### src/rtl/mul_share_arbiter.sv
// mul_share_arbiter: round-robin arbiter that shares one external pipelined
// signed multiplier among NREQ requesters. The granted requester's operands are
// registered onto mul_a/mul_b. A {valid, id} tag pipeline of depth LAT follows
// each operation to the multiplier output. When the product emerges, it is
// returned together with the originating requester index.
module mul_share_arbiter #(
    parameter int NREQ = 4,
    parameter int W    = 4,
    parameter int LAT  = 3,
    localparam int IDW = (NREQ > 1) ? $clog2(NREQ) : 1
) (
    input  logic                  clk,
    input  logic                  rst,
    input  logic                  en,
    input  logic [NREQ-1:0]       req_valid,
    input  logic [NREQ*W-1:0]     req_a,
    input  logic [NREQ*W-1:0]     req_b,
    output logic [NREQ-1:0]       req_ready,
    output logic [W-1:0]          mul_a,
    output logic [W-1:0]          mul_b,
    input  logic [2*W-1:0]        mul_y,
    output logic                  rsp_valid,
    output logic [IDW-1:0]        rsp_id,
    output logic [2*W-1:0]        rsp_y,
    output logic                  busy,
    output logic [15:0]           done_cnt
);

    logic [IDW-1:0]   ptr_r;
    logic [NREQ-1:0]  rot_s;
    logic [NREQ-1:0]  grant_s;
    logic             found_s;
    int               gnt_sum_s;
    int               nxt_sum_s;
    logic [IDW-1:0]   gnt_id_s;
    logic [IDW-1:0]   ptr_nxt_s;
    logic             hs_s;
    logic [W-1:0]     sel_a_s;
    logic [W-1:0]     sel_b_s;

    logic [W-1:0]     mul_a_r;
    logic [W-1:0]     mul_b_r;
    logic             issue_v_r;
    logic [IDW-1:0]   issue_id_r;
    logic [LAT-1:0]   tag_v_r;
    logic [IDW-1:0]   tag_id_r [LAT];
    logic             rsp_valid_r;
    logic [IDW-1:0]   rsp_id_r;
    logic [2*W-1:0]   rsp_y_r;
    logic [15:0]      done_cnt_r;

    // Round-robin search: rotate requests so ptr sits at bit 0, take the lowest set bit.
    always_comb begin
        rot_s     = NREQ'({req_valid, req_valid} >> ptr_r);
        found_s   = 1'b0;
        gnt_sum_s = 0;
        nxt_sum_s = 0;
        for (int j = 0; j < NREQ; j++) begin
            if (!found_s && rot_s[j]) begin
                found_s   = 1'b1;
                gnt_sum_s = int'(ptr_r) + j;
            end else begin
                gnt_sum_s = gnt_sum_s;
            end
        end
        if (gnt_sum_s >= NREQ) begin
            gnt_sum_s = gnt_sum_s - NREQ;
        end else begin
            gnt_sum_s = gnt_sum_s;
        end
        nxt_sum_s = gnt_sum_s + 1;
        if (nxt_sum_s >= NREQ) begin
            nxt_sum_s = 0;
        end else begin
            nxt_sum_s = nxt_sum_s;
        end
        gnt_id_s  = IDW'(gnt_sum_s);
        ptr_nxt_s = IDW'(nxt_sum_s);
        // Grants are suppressed while disabled or held in reset.
        if (found_s && en && !rst) begin
            grant_s = {{(NREQ-1){1'b0}}, 1'b1} << gnt_id_s;
        end else begin
            grant_s = '0;
        end
    end

    // Operand mux for the granted requester.
    always_comb begin
        sel_a_s = '0;
        sel_b_s = '0;
        for (int i = 0; i < NREQ; i++) begin
            if (gnt_id_s == IDW'(i)) begin
                sel_a_s = req_a[i*W +: W];
                sel_b_s = req_b[i*W +: W];
            end else begin
                sel_a_s = sel_a_s;
                sel_b_s = sel_b_s;
            end
        end
    end

    assign hs_s      = |grant_s;
    assign req_ready = grant_s;

    // Round-robin pointer advances past the granted requester.
    always_ff @(posedge clk or posedge rst) begin
        if (rst) begin
            ptr_r <= '0;
        end else if (hs_s) begin
            ptr_r <= ptr_nxt_s;
        end else begin
            ptr_r <= ptr_r;
        end
    end

    // Issue register; idle cycles present zero operands to the multiplier.
    always_ff @(posedge clk or posedge rst) begin
        if (rst) begin
            mul_a_r    <= '0;
            mul_b_r    <= '0;
            issue_v_r  <= 1'b0;
            issue_id_r <= '0;
        end else if (hs_s) begin
            mul_a_r    <= sel_a_s;
            mul_b_r    <= sel_b_s;
            issue_v_r  <= 1'b1;
            issue_id_r <= gnt_id_s;
        end else begin
            mul_a_r    <= '0;
            mul_b_r    <= '0;
            issue_v_r  <= 1'b0;
            issue_id_r <= '0;
        end
    end

    // Tag pipeline tracks each operation through the multiplier latency; never stalls.
    always_ff @(posedge clk or posedge rst) begin
        if (rst) begin
            tag_v_r <= '0;
            for (int k = 0; k < LAT; k++) begin
                tag_id_r[k] <= '0;
            end
        end else begin
            tag_v_r[0]  <= issue_v_r;
            tag_id_r[0] <= issue_id_r;
            for (int k = 1; k < LAT; k++) begin
                tag_v_r[k]  <= tag_v_r[k-1];
                tag_id_r[k] <= tag_id_r[k-1];
            end
        end
    end

    // Response register and completion counter; id/product hold between pulses.
    always_ff @(posedge clk or posedge rst) begin
        if (rst) begin
            rsp_valid_r <= 1'b0;
            rsp_id_r    <= '0;
            rsp_y_r     <= '0;
            done_cnt_r  <= 16'd0;
        end else if (tag_v_r[LAT-1]) begin
            rsp_valid_r <= 1'b1;
            rsp_id_r    <= tag_id_r[LAT-1];
            rsp_y_r     <= mul_y;
            done_cnt_r  <= done_cnt_r + 16'd1;
        end else begin
            rsp_valid_r <= 1'b0;
            rsp_id_r    <= rsp_id_r;
            rsp_y_r     <= rsp_y_r;
            done_cnt_r  <= done_cnt_r;
        end
    end

    assign mul_a     = mul_a_r;
    assign mul_b     = mul_b_r;
    assign rsp_valid = rsp_valid_r;
    assign rsp_id    = rsp_id_r;
    assign rsp_y     = rsp_y_r;
    assign done_cnt  = done_cnt_r;
    assign busy      = issue_v_r | (|tag_v_r);

endmodule
### config.mk
export PLATFORM = sky130hd
export DESIGN_NAME = mul_share_arbiter
export DESIGN_NICKNAME = d
export VERILOG_FILES = /design/src/rtl/mul_share_arbiter.sv
export SDC_FILE = /design/constraint.sdc
export NUM_CORES = 1
export LEC_CHECK = 0
export BUFFER_PORTS_ARGS = -buffer_cell sky130_fd_sc_hd__buf_2
export CAP_MARGIN = 30
export CORE_MARGIN = 5
export CORE_UTILIZATION = 54
export DETAILED_ROUTE_END_ITERATION = 12
export PLACE_DENSITY = 0.84
export SLEW_MARGIN = 20
export SYNTH_ARGS = -nofsm -noshare
export SYNTH_HDL_FRONTEND = slang
export SYNTH_SLANG_ARGS = --single-unit
### constraint.sdc
create_clock -name clk -period 5.6 [get_ports clk]
set_input_delay 0.84 -clock clk [delete_from_list [all_inputs] [get_ports clk]]
set_output_delay 0.84 -clock clk [all_outputs]
set_load 0.03 [all_outputs]
==> results of run 1 <==
[logic make-up after synthesis]
logic type / after synthesis / share of synthesized area
mux: 11 / 0.04822
simple gates: 75 / 0.1690
flops: 49 / 0.4774
fa+ha+maj: 14 / 0.06819
xor+xnor: 16 / 0.05455
buf+inv: 29 / 0.04969
other cells: 1 / 0.001460
compound gates: 44 / 0.1315
[critical path, cell delays in order (launching register included)]
cell	delay, ps
dfrtp_1	620
inv_1	90
ha_1	380
o21ai_0	110
a31o_2	250
o31ai_1	150
or3_1	240
ha_1	590
and3_1	250
buf_2	190
[state kept, by name, summed over array words and instances, names as in the netlist, 2 cells and up]
signal,cells
done_cnt,16
issue_id_r,2
mul_a,4
mul_b,4
ptr_r,2
rsp_id,2
rsp_y,8
tag_id_r,6
tag_v_r,3
[synth_stat cells (all sizes together), types with 8 or more instances]
| library cell | n |
|---|---|
| mux2 | 11 |
| xnor2 | 12 |
| nand3 | 10 |
| a21oi | 12 |
| dfrtp | 49 |
| a221oi | 8 |
| buf | 8 |
| ha | 14 |
| and3 | 9 |
| nand2 | 16 |
| inv | 13 |
| a211o | 9 |
| clkbuf | 8 |
[power breakdown]
group          switching (mW)  total (mW)  internal, mW
Clock                   0.111       0.199        0.0880
Combinational           0.355       0.582         0.227
Sequential             0.0676       0.504         0.437
Total                   0.534        1.29         0.752
[metal layers]
metal / up-vias / wire [microns] / part of all wire / global-route usage
met5: - / 0 / 0 / 0
met4: 0 / 58 / 0.011 / 0.06186
met3: 7 / 483 / 0.088 / 0.05556
met2: 85 / 2647 / 0.48 / 0.2963
met1: 984 / 2313 / 0.42 / 0.2452
li1: 1011 / - / - / -
[per-stage QoR]
step	hold slack, ps	util
floorplan	331.2	-
detailed placement	337.1	0.6454
CTS	349.5	0.6642
finish	346.0	0.6642
global route	354.8	0.6642
global placement	333.3	0.6411
[cell type report]
class	instances	area [sq um]
Sequential cell	49	1226
Multi-Input combinational cell	161	1215
Inverter	13	48.80
Timing Repair Buffer	87	450.4
Tap cell	54	67.56
Fill cell	366	1565
Clock inverter	2	15.01
Clock buffer	6	72.57
[path summary, 6_finish.rpt]
| check | start | end | slack (ps) | cells after the start |
|---|---|---|---|---|
| worst max-delay path | ptr_r[0] | req_ready[3] | 1580 | 9 |
| worst min-delay path | tag_id_r[2] | tag_id_r[0] | 350 | 0 |
| worst max register to register | ptr_r[0] | ptr_r[0] | 1950 | 11 |
| worst min register to register | tag_id_r[2] | tag_id_r[0] | 350 | 0 |
| max in group asynchronous | rst | issue_id_r[1] | 4520 | 3 |
| min in group asynchronous | rst | mul_b[0] | 570 | 2 |
==> flow_summary.yaml, run 1 <==
yosys:
  synthCells: 239
  synth_cell_types: 45
  synth_area_per_cell_sq_um: 10.75
  synth_area_leader_cell: "dfrtp_1"
  synth-seq-area-share: 0.4774
  syn-num-nets: 300
  netlist.area_leader.share: 0.4774
  synth_ff_type: "dfrtp_1"
  synth_edf_count: 0
  synthArstFlopShare: 1.000
  synth_area_sq_um: 2569
  ys_ff_latch: 49
  synth_area_leaders: "dfrtp_1, ha_1, mux2_2"
  synth_warnings: 0
timing:
  worst_pin_slew_ps: 658.2
  finalCriticalPeriod_ps: 4017
  max_freq_mhz: 249.0
  final_hold_viol_count: 0
  setup_viol: 0
  relSlewSlack: 0.5612
  fin_worst_skew_ps: 8.659
  slew_viol_final: 0
  rsz0062_at_grt: "no"
  layout_setup_ws_ps: 1583
  final.setup.tns_ps: 0
  fin_crit_sh: 0.7173
critical_path:
  cp-end-kind: "output port"
  path_class: "register to output port"
  cp.required_ps: 4760
  crit_path_max_fanout: 20
  crit_path_start_kind: "register"
  arrival_ps: 3180
detailed_routing:
  first_pass_iters: 4
  wl_microns: 5503
  wire_per_inst_microns: 14.79
  viasPerCell: 5.610
  vias: 2087
  drc: 0
  ant_nets: 0
  drtIter0Drc: 97
grt:
  grt_pass1_wl_microns: 9377
  grt_pass1_vias: 2041
  grt_usage: 0.1868
  overflow: 0
  antenna_found_initial: 0
  grt_max_degree: 28
placed_design:
  post_dp_cell_area_sq_um: 3008
  routabilityCongestion: 0.7727
  post-place-ws_ps: 1631
  place_hpwl_microns: 4205
  place_inst: 364
  portBuffers: 86
clock_network:
  cts.clk_slew.worst_paths_ps: 80
  tritoncts: "yes"
  hold_buffers: 0
  htreeDepth: 2
  clock_path_buffers: 2
  post-cts-setup-buffer-count: 0
  numCtsBuffers: 5
  clkSinkCount: 49
  clkLatencyLatePin_ps: 290
  root_buffer: "clkbuf_8"
  post_cts_resized: 0
floorplan:
  row_count: 25
  coreArea_sq_um: 4661
  start_util: 0.5511
  die_h_microns: 78.97
  die_area_sq_um: 6236
  dieWidth_microns: 78.97
  io_pins: 87
final_layout:
  design_area_sq_um: 3095
  fin_cells: 372
  syn_to_final_growth_pct: 20.51
  final_cell_mix: "buf_2, dfrtp_1, nand2_1"
  fin_nets: 378
  drive_gt1_frac: 0.3491
  antenna_cells: 0
  final_common_cell: "buf_2"
status:
  status: "finished, final reports clean"
min_path:
  hold_path.class: "register to register"
pwr:
  ir_drop_mv: 0.1969
  total_leakage_power_nw: 1.620
  powerDensity_nw_per_um2: 415.4
  totalPowerFinal_mw: 1.286
run:
  max_cap_violations: 0
(Power assumes the default switching activity.)
==> inputs of run 2 (changes only) <==
Settings changed: CORE_UTILIZATION 54 to 50, PLACE_DENSITY 0.84 to 0.78.
Clock period 5.6 ns to 3.7 ns, I/O delays scaled along.
==> run 2 against run 1 <==
Against the previous run:
- sequential power grew 48%
- register-to-register slack lost 1500 ps
- largest cell class unchanged
- largest power group unchanged
- wire length grew 5.5%
==> flow_summary.yaml, run 2 (same netlist as run 1, synthesis figures left out) <==
status:
  status: "finished, final reports clean"
grt:
  antenna_found_initial: 0
  grt_max_degree: 27
  grt_pass1_wl_microns: 9384
  grt_usage: 0.1800
  overflow: 0
  grt_pass1_vias: 1989
clock_network:
  clock_path_buffers: 2
  clkLatencyLatePin_ps: 300
  htreeDepth: 2
  hold_buffers: 0
  post-cts-setup-buffer-count: 0
  post_cts_resized: 0
  tritoncts: "yes"
  numCtsBuffers: 5
  root_buffer: "clkbuf_8"
  cts.clk_slew.worst_paths_ps: 90
  clkSinkCount: 49
floorplan:
  row_count: 26
  io_pins: 87
  die_h_microns: 81.68
  coreArea_sq_um: 5042
  dieWidth_microns: 81.68
  start_util: 0.5094
  die_area_sq_um: 6671
pwr:
  pwr-share-comb: 0.465
  p_sw_frac: 0.4169
  powerDensity_nw_per_um2: 633.5
  power_frac_clock: 0.163
  ir_drop_mv: 0.3014
  seq_power_share: 0.372
  total_leakage_power_nw: 1.664
  p_sw_uw: 837.3
  power.internal_mw: 1.171
timing:
  setup_viol: 0
  fin_worst_skew_ps: 8.047
  worst_pin_slew_ps: 660.4
  slew_viol_final: 0
  max_freq_mhz: 298.3
  fin_crit_sh: 0.9062
  relSlewSlack: 0.5560
  final_hold_viol_count: 0
  finalCriticalPeriod_ps: 3353
  fin_hold_ws_ps: 300.1
  rsz0062_at_grt: "no"
  final.setup.tns_ps: 0
final_layout:
  final_common_cell: "buf_2"
  fin_nets: 384
  antenna_cells: 0
  drive_gt1_frac: 0.3642
  largest_reg_flops: 16
  final_cell_mix: "buf_2, dfrtp_1, nand2_1"
  syn_to_final_growth_pct: 23.43
  fin_cells: 394
detailed_routing:
  viasPerCell: 5.398
  drtIter0Drc: 62
  vias: 2127
  drc: 0
  first_pass_iters: 4
  wl_microns: 5803
  wire_per_inst_microns: 14.73
  ant_nets: 0
placed_design:
  portBuffers: 86
  place_inst: 386
  routabilityCongestion: 0.8063
  place_hpwl_microns: 4484
critical_path:
  crit_path_start_kind: "register"
  crit_top_cell: "ha_1"
  crit_buf_inv: 2
  arrival_ps: 2800
  cp.required_ps: 3140
  crit_family: "adder cells"
  slowest_stage: "ha_1"
  path_class: "register to output port"
  cp-end-kind: "output port"
  crit_path_max_fanout: 11
  slowest_delay_ps: 470
  crit_chain: "inv_1, ha_1, o21ai_0, a31o_2, o31ai_1, nor3_1, ha_1, and3_1, buf_2"
run:
  max_cap_violations: 0
min_path:
  hold_path.class: "input port to asynchronous set/reset pin"
## run 2: changes by cell type in the layout (fill, tap and decap cells not counted)
cell | before | now
inv_8 | 0 | 1
clkinv_4 | 0 | 1
clkbuf_1 | 1 | 0
inv_6 | 0 | 1
clkinvlp_4 | 2 | 0
buf_4 | 0 | 6
## run 2: final cells by class
cell class / count / area [sq um]
Fill cell: 429 / 1872
Sequential cell: 49 / 1226
Multi-Input combinational cell: 161 / 1215
Timing Repair Buffer: 93 / 495.5
Tap cell: 70 / 87.58
Clock buffer: 5 / 68.82
Inverter: 13 / 48.80
Clock inverter: 3 / 28.78
## run 2: power by group through the flow
stage               registers [mW]  clock network [mW]  logic [mW]
floorplan                    0.933                   0       0.493
global placement             0.748                   0       0.921
detailed placement           0.760                   0       0.940
CTS                          0.748               0.339       0.943
global route                 0.763               0.366        1.01
finish                       0.747               0.328       0.934
## run 2: worst paths after layout
| check | start | to | slack [ps] | depth (start not counted) |
|---|---|---|---|---|
| min in group clk | tag_id_r[5] | tag_id_r[3] | 350 | 0 |
| max in group asynchronous | rst | tag_v_r[0] | 2890 | 3 |
| hold reg to reg | tag_id_r[5] | tag_id_r[3] | 350 | 0 |
| setup reg to reg | ptr_r[0] | ptr_r[1] | 450 | 13 |
| setup / recovery | ptr_r[1] | req_ready[1] | 350 | 9 |
| hold / removal | rst | mul_a[1] | 300 | 2 |
## run 2: stage by stage
stage	cell area (sq um)	total power [mW]	util	setup slack (ps)
2_1_floorplan	2569	1.426	-	305.5
3_3_place_gp	3053	1.669	0.6055	367.8
3_5_place_dp	3073	1.700	0.6094	289.6
4_1_cts	3171	2.030	0.6288	330.2
5_1_grt	3171	2.143	0.6288	53.39
6_report	3171	2.008	0.6288	347.2
## run 2: worst reg2reg max path: cells and delay by family (launching register included)
kind | cells | cell delay (ps)
fa+ha+maj | 2 | 620
flops | 1 | 390
simple gates | 4 | 1050
buf+inv | 1 | 180
compound gates | 6 | 940
## run 2: per-layer routing
metal  track usage  share of wire  up-vias
met4       0.05648          0.016        0
met1        0.2346           0.43     1020
met2        0.3037           0.49       73
li1              -              -     1026
met3       0.03289          0.068        8
met5             0              0        -
